File: src/rtl/my74ls191_divider_if.sv
// my74ls191_divider_if: data, control and status bundle for one counter stage
interface my74ls191_divider_if #(parameter int WIDTH = 4);
  logic [WIDTH-1:0] i_d;
  logic             i_ld;
  logic             i_rl_we;
  logic             i_cten;
  logic             i_bi;
  logic             i_dn_up;
  logic             i_auto_rl;
  logic [WIDTH-1:0] o_q;
  logic             o_max_min;
  logic             o_bo;
  logic             o_tc;
  modport master (
    output i_d, i_ld, i_rl_we, i_cten, i_bi, i_dn_up, i_auto_rl,
    input  o_q, o_max_min, o_bo, o_tc
  );
  modport slave (
    input  i_d, i_ld, i_rl_we, i_cten, i_bi, i_dn_up, i_auto_rl,
    output o_q, o_max_min, o_bo, o_tc
  );
endinterface

File: src/rtl/my74ls191_divider.sv
// my74ls191_divider: cascadable up/down counter with parallel load and auto-reload tick
module my74ls191_divider #(parameter int WIDTH = 4) (
  input logic                  i_cp,
  input logic                  i_cr,
  my74ls191_divider_if.slave   bus
);
  logic [WIDTH-1:0] r_q, r_rl, w_q_nxt;
  logic             r_tc, w_step, w_max_min;
  assign w_max_min     = bus.i_dn_up ? (r_q == '0) : (&r_q);
  assign w_step        = bus.i_cten & bus.i_bi & bus.i_ld;
  assign bus.o_q       = r_q;
  assign bus.o_max_min = w_max_min;
  assign bus.o_bo      = w_max_min & bus.i_cten & bus.i_bi;
  assign bus.o_tc      = r_tc;
  // reload uses the pre-edge Rl, so a same-edge RlWe only affects the next terminal
  always_comb
    w_q_nxt = !bus.i_ld                       ? bus.i_d :
              (w_step & w_max_min & bus.i_auto_rl) ? r_rl :
              w_step ? (bus.i_dn_up ? r_q - 1'b1 : r_q + 1'b1) : r_q;
  always_ff @(posedge i_cp) begin
    if (i_cr) begin
      r_q  <= '0;
      r_rl <= '0;
      r_tc <= 1'b0;
    end else begin
      r_q  <= w_q_nxt;
      r_rl <= bus.i_rl_we ? bus.i_d : r_rl;
      r_tc <= w_step & w_max_min;
    end
  end
endmodule

File: src/flat_wrapper.sv
// flat-port wrapper written by rule: the top's interface ports become plain ports
module my74ls191_divider_flat 
#(parameter int WIDTH = 4)
  (i_cp, i_cr, bus_i_d, bus_i_ld, bus_i_rl_we, bus_i_cten, bus_i_bi, bus_i_dn_up, bus_i_auto_rl, bus_o_q, bus_o_max_min, bus_o_bo, bus_o_tc);
  my74ls191_divider_if #(.WIDTH(WIDTH)) bus_i ();
  input logic i_cp;
  input logic i_cr;
  input wire logic [$bits(bus_i.i_d)-1:0] bus_i_d;
  input wire logic [$bits(bus_i.i_ld)-1:0] bus_i_ld;
  input wire logic [$bits(bus_i.i_rl_we)-1:0] bus_i_rl_we;
  input wire logic [$bits(bus_i.i_cten)-1:0] bus_i_cten;
  input wire logic [$bits(bus_i.i_bi)-1:0] bus_i_bi;
  input wire logic [$bits(bus_i.i_dn_up)-1:0] bus_i_dn_up;
  input wire logic [$bits(bus_i.i_auto_rl)-1:0] bus_i_auto_rl;
  output wire logic [$bits(bus_i.o_q)-1:0] bus_o_q;
  output wire logic [$bits(bus_i.o_max_min)-1:0] bus_o_max_min;
  output wire logic [$bits(bus_i.o_bo)-1:0] bus_o_bo;
  output wire logic [$bits(bus_i.o_tc)-1:0] bus_o_tc;
  assign bus_i.i_d = bus_i_d;
  assign bus_i.i_ld = bus_i_ld;
  assign bus_i.i_rl_we = bus_i_rl_we;
  assign bus_i.i_cten = bus_i_cten;
  assign bus_i.i_bi = bus_i_bi;
  assign bus_i.i_dn_up = bus_i_dn_up;
  assign bus_i.i_auto_rl = bus_i_auto_rl;
  assign bus_o_q = bus_i.o_q;
  assign bus_o_max_min = bus_i.o_max_min;
  assign bus_o_bo = bus_i.o_bo;
  assign bus_o_tc = bus_i.o_tc;
  my74ls191_divider #(.WIDTH(WIDTH)) u_core (.i_cp(i_cp), .i_cr(i_cr), .bus(bus_i));
endmodule
File: config.mk
export PLATFORM = sky130hd
export DESIGN_NAME = my74ls191_divider_flat
export DESIGN_NICKNAME = d
export VERILOG_FILES = /design/src/rtl/my74ls191_divider_if.sv /design/src/rtl/my74ls191_divider.sv /design/src/flat_wrapper.sv
export SDC_FILE = /design/constraint.sdc
export NUM_CORES = 1
export LEC_CHECK = 0
export CAP_MARGIN = 20
export CORE_MARGIN = 2
export CORE_UTILIZATION = 40
export CTS_CLUSTER_DIAMETER = 120
export DETAILED_ROUTE_END_ITERATION = 10
export GPL_TIMING_DRIVEN = 0
export PLACE_DENSITY = 0.71
export SYNTH_ARGS = -nofsm -noshare
export SYNTH_HDL_FRONTEND = slang
export SYNTH_SLANG_ARGS = --single-unit
File: constraint.sdc
create_clock -name i_cp -period 1.54 [get_ports i_cp]
set_input_delay 0.308 -clock i_cp [delete_from_list [all_inputs] [get_ports i_cp]]
set_output_delay 0.308 -clock i_cp [all_outputs]
set_load 0.01 [all_outputs]
==> run metrics, run 1 <==
post-DP HPWL ~920 µm; die area 1740 µm²; Synth warnings 0; GR Util met3 a little under a tenth; largest net degree at the start of global routing 11; Synth area leader dfxtp_1; Post-Synthesis Cell Area about 570 µm²; met2 usage 23.8%; Clock Latency Late Sink roughly 0.27 ns; cells after synthesis a little over 60; Final GP Congestion between 0.7 and 0.8; setup ws final -0.161 ns; Top delay family on crit path simple AND/OR/NAND/NOR gates; Syn Nets 76; Total GRT Usage approximately 15%; # nets final 100; initial antenna violation count 0; critical path class flip-flop to output pin; total CTS buffers 3; Hold WC Path Type primary input to flip-flop; gr ovfl total 0; Max Clock Skew about 0.015 ns; grt peak-use layer met2; max cap viols 0; Routed WL per cell around 13 µm; Tcrit/Tclk final 110%; r2r worst-path depth 5; hold_sp i_cr; r2r endpoint u_core.bus.o_q[3]; top-area cell type share of the netlist area about a third; peak supply drop about 0.00051 V; TritonRoute pass-1 iters 5; Power, Total approximately 630 µW; Root Driver clkbuf_4; ANT cells 0; Critical-path top delay cell dfxtp_4; CP Data Required Time roughly 1.2 ns; fin crit period around 1.7 ns; Distinct cells, synth 23; RSZ-0062 raised after global routing yes; Stages on worst setup path 5; share of cells above drive strength 1 a little over a fifth; Critical Path AT roughly 1.4 ns; r2r setup slk approximately 0.070 ns; DRC 0; routing usage on met1 roughly 17%; P_leak around 0.37 nW; sequential-to-total area share from yosys stat 31.6%; # IOs 19; Initial Util around 43%; Vias/cell between 5 and 6; Core Region 1320 µm²; Die W approximately 42 µm; TritonCTS clock tree done; fill count 130; FF+latch count, synth 9; Max Fclk around 590 MHz; CP max FO 3; clk slew on worst S/H paths 0.07 ns; element type at the critical path end output pin; syn avg cell area between 9 and 10 µm²; Slew @ Worst Pin between 0.4 and 0.5 ns; first-pass GRT wire length slightly below 2 mm; synth top area cells dfxtp_1 (32%), mux2i_1 (12%), nor2b_1 (5.5%); worst path cell trace nor4_4 > mux2i_2 > buf_4 > nor2_1 > buf_2; Hold Crit Depth 2; detailed-route wire length between 1 and 1.5 mm; H-tree depth 1; Crit path largest cell delay 0.35 ns; status finished with violations; I/O Buffers 15; Critical Path Start Type flip-flop; sum of buffers and inverters on the critical path 2; Final setup viols 2; vias in the first global route ~470; via count 542; row cnt 13; failing checks setup timing; Relative slew margins about 73%; PwrDens about 800 nW/µm²; fin. max-slew vios 0; worst hold endpoint u_core.r_rl[3]; Fin. Hold Viols 0; First DRT Iteration DRCs 2; reg-to-reg startpoint u_core.bus.o_q[1]; worst slack, placed -0.584 ns; DIE HEIGHT 41.8 µm; clk sinks 9; area grow syn2layout 39.7%; post-route ant nets 0; clock buffer depth 2
-- final cells by class --
class	count	area, µm²	area share (%)
plain buffers	3	11.3	1.41
multi-input cells	45	368	46.2
well taps	15	18.8	2.35
repair buffers	19	170	21.4
clock buffers	4	26.3	3.30
inverters	4	15.0	1.88
flip-flops and latches	9	188	23.5
-- flip-flops by register name, summed over array words and instances, names as in the netlist --
| signal | cells |
|---|---|
| u_core.bus.o_q | 4 |
| u_core.r_rl | 4 |
| u_core.bus.o_tc | 1 |
-- cells in the mapped netlist --
cell and number:
dfxtp_1 9, mux2i_1 7, nor2_1 7, nor2b_1 5, a31oi_1 4, inv_1 4
clkbuf_1 3, o22ai_1 3, and2_1 2, ha_1 2, nand2_1 2, xnor2_1 2
a21o_1 1, a21oi_1 1, a22oi_2 1, a31o_1 1, and4_4 1, and4b_1 1
fa_1 1, nand4b_1 1, nor4_4 1, o32ai_2 1, xor2_1 1
-- per-layer routing --
metal,vias up,wire (µm)
li1,267,-
met2,21,583
met1,254,547
met3,0,116
met4,0,0
met5,-,0
-- cells in the final DEF, fill, tap and decap left out --
master,Yosys,final
clkbuf_1,3,4
buf_4,0,4
o32ai_2,1,1
xor2_1,1,1
o22ai_1,3,3
nor2b_1,5,5
fa_1,1,1
nand4b_1,1,1
clkdlybuf4s50_1,0,9
clkbuf_4,0,3
dlygate4sd2_1,0,2
nor2_1,7,7
mux2i_2,0,1
a31oi_1,4,4
mux2i_1,7,6
buf_2,0,2
a21o_1,1,1
dfxtp_2,0,3
dfxtp_4,0,1
and4b_1,1,1
and2_1,2,2
a22oi_2,1,1
dfxtp_1,9,5
nor4_4,1,1
dlymetal6s2s_1,0,1
nand2_1,2,2
xnor2_1,2,2
a21oi_1,1,1
and4_4,1,1
ha_1,2,2
a31o_1,1,1
inv_1,4,4
clkdlybuf4s15_1,0,1
-- cells by family after synthesis --
kind of cell / count (synthesis) / share of synthesized area [%]
and+or+nand+nor: 20 / 22.6
muxes: 7 / 12.3
DFF: 9 / 31.6
xor gates and xnor gates: 3 / 4.61
adders and majority gates: 3 / 7.89
buffers and inverters: 7 / 4.60
AOI/OAI and AO/OA: 12 / 16.4
-- power by group --
part           internal, mW  leakage, nW  switching, mW
logic                0.0978        0.278         0.0770
registers             0.249       0.0759         0.0180
clock network        0.0998       0.0150         0.0850
-- worst max-delay path by stage --
stage | from | end
after floorplan | u_core.bus.o_q[0] | u_core.bus.o_q[2]
after global placement | bus_i_dn_up | bus_o_bo
after detailed placement | bus_i_dn_up | bus_o_bo
after CTS | u_core.bus.o_q[0] | bus_o_bo
after global routing | u_core.bus.o_q[0] | bus_o_bo
final | u_core.bus.o_q[0] | bus_o_bo
-- stage by stage --
stage | std cells | TNS (ns) | hold slack, ns | cell area [µm²] | utilization [%]
after floorplan | 61 | 0 | 0.455 | 571 | -
after detailed placement | 91 | -2.73 | 0.495 | 739 | 56.1
after CTS | 99 | -0.181 | 0.402 | 793 | 60.2
after global routing | 99 | -0.291 | 0.418 | 797 | 60.5
final | 99 | -0.168 | 0.405 | 797 | 60.5
after global placement | 91 | -2.65 | 0.486 | 739 | 56.1
-- what timing repair did --
item / in CTS / in global routing
hold buffers: 0 / 0
hold endpoints to repair: 0 / 0
buffers inserted: 4 / 0
setup endpoints to repair: 10 / 4
resized for setup: 17 / 2
pin swaps: 2 / 0
Power figures use the tool's default switching activity.
==> run 2: changes to the inputs <==
- CORE_UTILIZATION: 40 -> 43
- CTS_BUF_LIST: unset -> sky130_fd_sc_hd__clkbuf_16
- PLACE_DENSITY: 0.71 -> 0.76
==> run metrics, run 2 (synthesized netlist as in run 1, its figures left out) <==
clk slew on worst S/H paths 0.04 ns (was 0.07 ns); critical path class flip-flop to output pin (unchanged); Root Driver clkbuf_16 (was clkbuf_4); footprint of the multi-input gates 368 µm² (unchanged); DIE HEIGHT 40.4 µm (was 41.8 µm); # IOs 19 (unchanged); gr ovfl total 0 (unchanged); commonest non-fill, non-tap cells in the layout clkdlybuf4s50_1 (11), nor2_1 (7), mux2i_1 (6) (was clkdlybuf4s50_1 (9), nor2_1 (7), mux2i_1 (6), nor2b_1 (5), dfxtp_1 (5)); Max Clock Skew 0.00113 ns (was 0.0149 ns); Critical-path top delay cell dfxtp_4 (unchanged); Final GP Congestion 0.746 (was 0.734); Core Region 1270 µm² (was 1320 µm²); commonest non-fill, non-tap cell in the layout clkdlybuf4s50_1 (unchanged); area grow syn2layout 45.8% (was 39.7%); Hold WC Path Type primary input to flip-flop (unchanged); post-route ant nets 0 (unchanged); Top delay family on crit path simple AND/OR/NAND/NOR gates (unchanged); first-pass GRT wire length 1.95 mm (was 1.99 mm); Vias/cell 5.38 (was 5.47); CP max FO 4 (was 3); Die W 40.4 µm (was 41.8 µm); status finished with violations (unchanged); clk sinks 9 (unchanged); total CTS buffers 3 (unchanged); RSZ-0062 raised after global routing yes (unchanged); First DRT Iteration DRCs 8 (was 2); placed cells 91 (unchanged); via count 522 (was 542); Critical Path AT 1.39 ns (about the same); Hold Buf Count CTS 0 (unchanged); element type at the critical path end output pin (unchanged); initial antenna violation count 0 (unchanged); Total GRT Usage 19.6% (was 15.1%); Slew @ Worst Pin 0.417 ns (was 0.403 ns); largest net degree at the start of global routing 11 (unchanged); CP Data Required Time 1.23 ns (about the same); Relative slew margins 72.2% (was 73.1%); PwrDens 1080 nW/µm² (was 786 nW/µm²); Fin. Hold Viols 0 (unchanged); Power Internal 684 µW (was 447 µW); share of cells above drive strength 1 20.7% (was 21.4%); P_leak 0.378 nW (was 0.369 nW); worst slack, placed -0.568 ns (was -0.584 ns); Max Fclk 590 MHz (was 588 MHz); Tcrit/Tclk final 110% (about the same); Critical Path Start Type flip-flop (unchanged); Sw Share 23.5% (was 28.7%); Crit path largest cell delay 0.35 ns (about the same); Routed WL per cell 13.2 µm (was 12.6 µm); I/O Buffers 15 (unchanged); fin. max-slew vios 0 (unchanged); vias in the first global route 464 (was 474); Flop pwr share 30.2% (was 42.6%); DRC 0 (unchanged); clock buffer depth 2 (unchanged); P_sw 210 µW (was 180 µW); worst path cell trace nor4_4 > mux2i_2 > buf_4 > nor2_1 > buf_2 (unchanged); ANT cells 0 (unchanged); TritonRoute pass-1 iters 4 (was 5); Clock Latency Late Sink 0.24 ns (was 0.27 ns); Initial Util 45.0% (was 43.3%); detailed-route wire length 1.28 mm (was 1.25 mm); Combinational Power Share 19.1% (was 27.9%); failing checks setup timing (unchanged); peak supply drop 0.000676 V (was 0.000512 V); fill count 112 (was 130); row cnt 13 (unchanged); sum of buffers and inverters on the critical path 2 (unchanged); Final setup viols 1 (was 2); Non-Filler Instances 97 (was 99); # nets final 98 (was 100); setup ws final -0.156 ns (was -0.161 ns); TritonCTS clock tree done (unchanged); die area 1630 µm² (was 1740 µm²); post-DP HPWL 898 µm (was 923 µm); sequential cell area 188 µm² (unchanged); max cap viols 0 (unchanged); fin util 65.6% (was 60.5%); H-tree depth 1 (unchanged); Clock power frac 50.8% (was 29.5%); fin crit period 1.70 ns (about the same)
[run 2: changes by cell type in the layout (fill, tap and decap cells not counted), moves of 2 or more]
cell and change:
clkbuf_4 -3, clkdlybuf4s50_1 +2, clkbuf_16 +3, buf_4 -2, dlygate4sd2_1 -2
[run 2: worst paths after layout]
check / cells after the start / end / slack [ns] / startpoint
setup / recovery: 5 / bus_o_bo / -0.16 / u_core.bus.o_q[2]
hold / removal: 2 / u_core.r_rl[0] / 0.45 / i_cr
setup reg to reg: 5 / u_core.bus.o_q[3] / 0.10 / u_core.bus.o_q[1]
hold reg to reg: 2 / u_core.r_rl[3] / 0.49 / u_core.r_rl[3]
[run 2: area by class of cell]
cell class / instances / area share, %
repair buffers: 17 / 18.3
clock buffers: 3 / 9.02
well taps: 15 / 2.26
flip-flops and latches: 9 / 22.6
plain buffers: 3 / 1.35
multi-input cells: 45 / 44.2
inverters: 4 / 1.80
clock inverters: 1 / 0.451
[run 2: repair_timing]
action | 4_1_cts | 5_1_grt
pin swaps | 2 | 0
setup buffers | 2 | 0
setup endpoints to repair | 10 | 5
endpoints found under the hold margin | 0 | 0
resized for setup | 15 | 3
[run 2: stage by stage]
stage	cell area, µm²	total power, mW	hold slack (ns)	setup TNS (ns)
5_1_grt	832	0.932	0.478	-0.219
4_1_cts	833	0.907	0.452	-0.178
3_3_place_gp	739	0.435	0.484	-2.56
3_5_place_dp	739	0.440	0.484	-2.68
2_1_floorplan	571	0.371	0.455	0
6_report	832	0.895	0.445	-0.156
[run 2: routing by layer]
metal  up-vias  part of all wire (%)  global-route usage [%]
met5         -                     0                       0
met4         0                   2.7                    15.0
met3         4                   5.6                    8.33
met2        11                    49                    30.2
met1       247                    43                    20.8
li1        260                     -                       -
[run 2: power by group through the flow]
stage | logic, mW | clock network, mW | registers [mW]
final | 0.171 | 0.454 | 0.270
after floorplan | 0.0985 | 0 | 0.273
after detailed placement | 0.167 | 0 | 0.273
after global routing | 0.189 | 0.471 | 0.272
after global placement | 0.163 | 0 | 0.273
after CTS | 0.173 | 0.464 | 0.269
==> run 3: changes to the inputs <==
- clock period: 1.54 -> 1.9 ns (I/O delays scaled with it)
==> run metrics, run 3 (synthesized netlist as in run 1, its figures left out) <==
Final GP Congestion 0.746 (unchanged); Core Region 1270 µm² (unchanged); total CTS buffers 3 (unchanged); worst slack, placed -0.352 ns (was -0.568 ns); First DRT Iteration DRCs 5 (was 8); DIE HEIGHT 40.4 µm (unchanged); CP max FO 6 (was 4); Total GRT Usage 19.6% (unchanged); DR WL met3 69 µm (was 71 µm); # nets final 97 (was 98); Max Fclk 557 MHz; Vias/cell 5.45 (was 5.38); gr ovfl total 0 (unchanged); CP Data Required Time 1.52 ns (was 1.23 ns); post-DP HPWL 898 µm (unchanged); vias in the first global route 463 (was 464); Slew @ Worst Pin 0.423 ns (was 0.417 ns); P_leak 0.361 nW (was 0.378 nW); fin crit period 1.80 ns; Routed WL per cell 13.1 µm (was 13.2 µm); element type at the critical path end output pin (unchanged); clk sinks 9 (unchanged); M1 WL 535 µm (was 550 µm); Tcrit/Tclk final 94.5%; largest net degree at the start of global routing 11 (unchanged); peak supply drop 0.000547 V (was 0.000676 V); share of cells above drive strength 1 17.3% (was 20.7%); fin. max-slew vios 0 (unchanged); PwrDens 873 nW/µm² (was 1080 nW/µm²); RSZ-0062 raised after global routing no (was yes); Clock Latency Late Sink 0.24 ns (about the same); Relative slew margins 71.8% (was 72.2%); WL met2 614 µm (was 621 µm); Critical Path AT 1.42 ns (was 1.39 ns); commonest non-fill, non-tap cells in the layout clkdlybuf4s50_1 (12), nor2_1 (7), mux2i_1 (6) (was clkdlybuf4s50_1 (11), nor2_1 (7), mux2i_1 (6)); max cap viols 0 (unchanged); Initial Util 45.0% (unchanged); TritonCTS clock tree done (unchanged); critical path class flip-flop to output pin (unchanged); first-pass GRT wire length 1.95 mm (about the same); DP Area 739 µm² (unchanged); status finished clean (was finished with violations); commonest non-fill, non-tap cell in the layout clkdlybuf4s50_1 (unchanged); Finished Cell Area 830 µm² (was 832 µm²); die area 1630 µm² (unchanged); Root Driver clkbuf_16 (unchanged); area grow syn2layout 45.4% (was 45.8%); I/O Buffers 15 (unchanged); ANT cells 0 (unchanged); H-tree depth 1 (unchanged); setup ws final 0.105 ns (was -0.156 ns); Die W 40.4 µm (unchanged); Hold Buf Count CTS 0 (unchanged); clock buffer depth 2 (unchanged); r2r worst-path depth 5 (unchanged); Fin. Hold Viols 0 (unchanged); # IOs 19 (unchanged); clk slew on worst S/H paths 0.04 ns (about the same); Final setup viols 0 (was 1); tightest hold margin 0.492 ns (was 0.445 ns); Critical Path Start Type flip-flop (unchanged); Hold WC Path Type flip-flop to flip-flop (was primary input to flip-flop); via count 523 (was 522); detailed-route wire length 1.25 mm (was 1.28 mm); TritonRoute pass-1 iters 2 (was 4); row cnt 13 (unchanged); post-route ant nets 0 (unchanged); initial antenna violation count 0 (unchanged); Hold Crit Depth 2 (unchanged); top sig layer met4 (unchanged); DRC 0 (unchanged); Max Clock Skew 0.00123 ns (was 0.00113 ns)
-- run 3: cell count changes in the layout (fill, tap and decap cells not counted), sizes merged --
cell           previous run  this run
dlygate4sd2               0         2
buf                       4         2
clkbuf                    7         6
dlymetal6s2s              1         0
clkdlybuf4s50            11        12
-- run 3: area by class of cell --
| type | count | area, µm² |
|---|---|---|
| multi-input cells | 45 | 368 |
| inverters | 4 | 15.0 |
| clock buffers | 3 | 75.1 |
| well taps | 15 | 18.8 |
| plain buffers | 3 | 11.3 |
| clock inverters | 1 | 3.75 |
| flip-flops and latches | 9 | 188 |
| repair buffers | 16 | 150 |
| fillers | 113 | 439 |
-- run 3: worst max-delay path, stage by stage, from the launching register on --
cell and delay, ns:
dfxtp_4 0.36, nor4_4 0.33, mux2i_2 0.12, buf_4 0.15, nor2_1 0.09, buf_2 0.13
-- run 3: metal layers --
layer / track usage (%) / up-vias
met4: 15.0 / 0
met2: 29.8 / 9
met5: 0 / -
li1: - / 260
met1: 21.1 / 250
met3: 8.33 / 4
-- run 3: final timing paths --
path | to | from | slack (ns)
setup / recovery | bus_o_bo | u_core.bus.o_q[0] | 0.10
hold / removal | u_core.r_rl[3] | u_core.r_rl[3] | 0.49
setup reg to reg | u_core.bus.o_q[3] | u_core.bus.o_q[1] | 0.46
hold reg to reg | u_core.r_rl[3] | u_core.r_rl[3] | 0.49
-- run 3: repair_timing --
item                                    CTS  global route
buffers inserted                          1             0
pin swaps                                 1             1
resized for setup                         9             3
endpoints found under the setup margin    2             1
-- run 3: report_power, final --
group / total [mW] / switching [mW] / leakage (nW) / internal (mW)
sequential: 0.219 / 0.0159 / 0.0759 / 0.203
combinational: 0.137 / 0.0605 / 0.242 / 0.0762
clock: 0.368 / 0.0932 / 0.0423 / 0.275
-- run 3: per-stage QoR --
step                setup TNS [ns]  util [%]  power [mW]  instances
floorplan                        0         -       0.301         61
global placement            -0.975      58.3       0.353         91
detailed placement           -1.09      58.3       0.356         91
CTS                              0      65.6       0.734         96
global route                     0      65.4       0.754         96
finish                           0      65.4       0.724         96
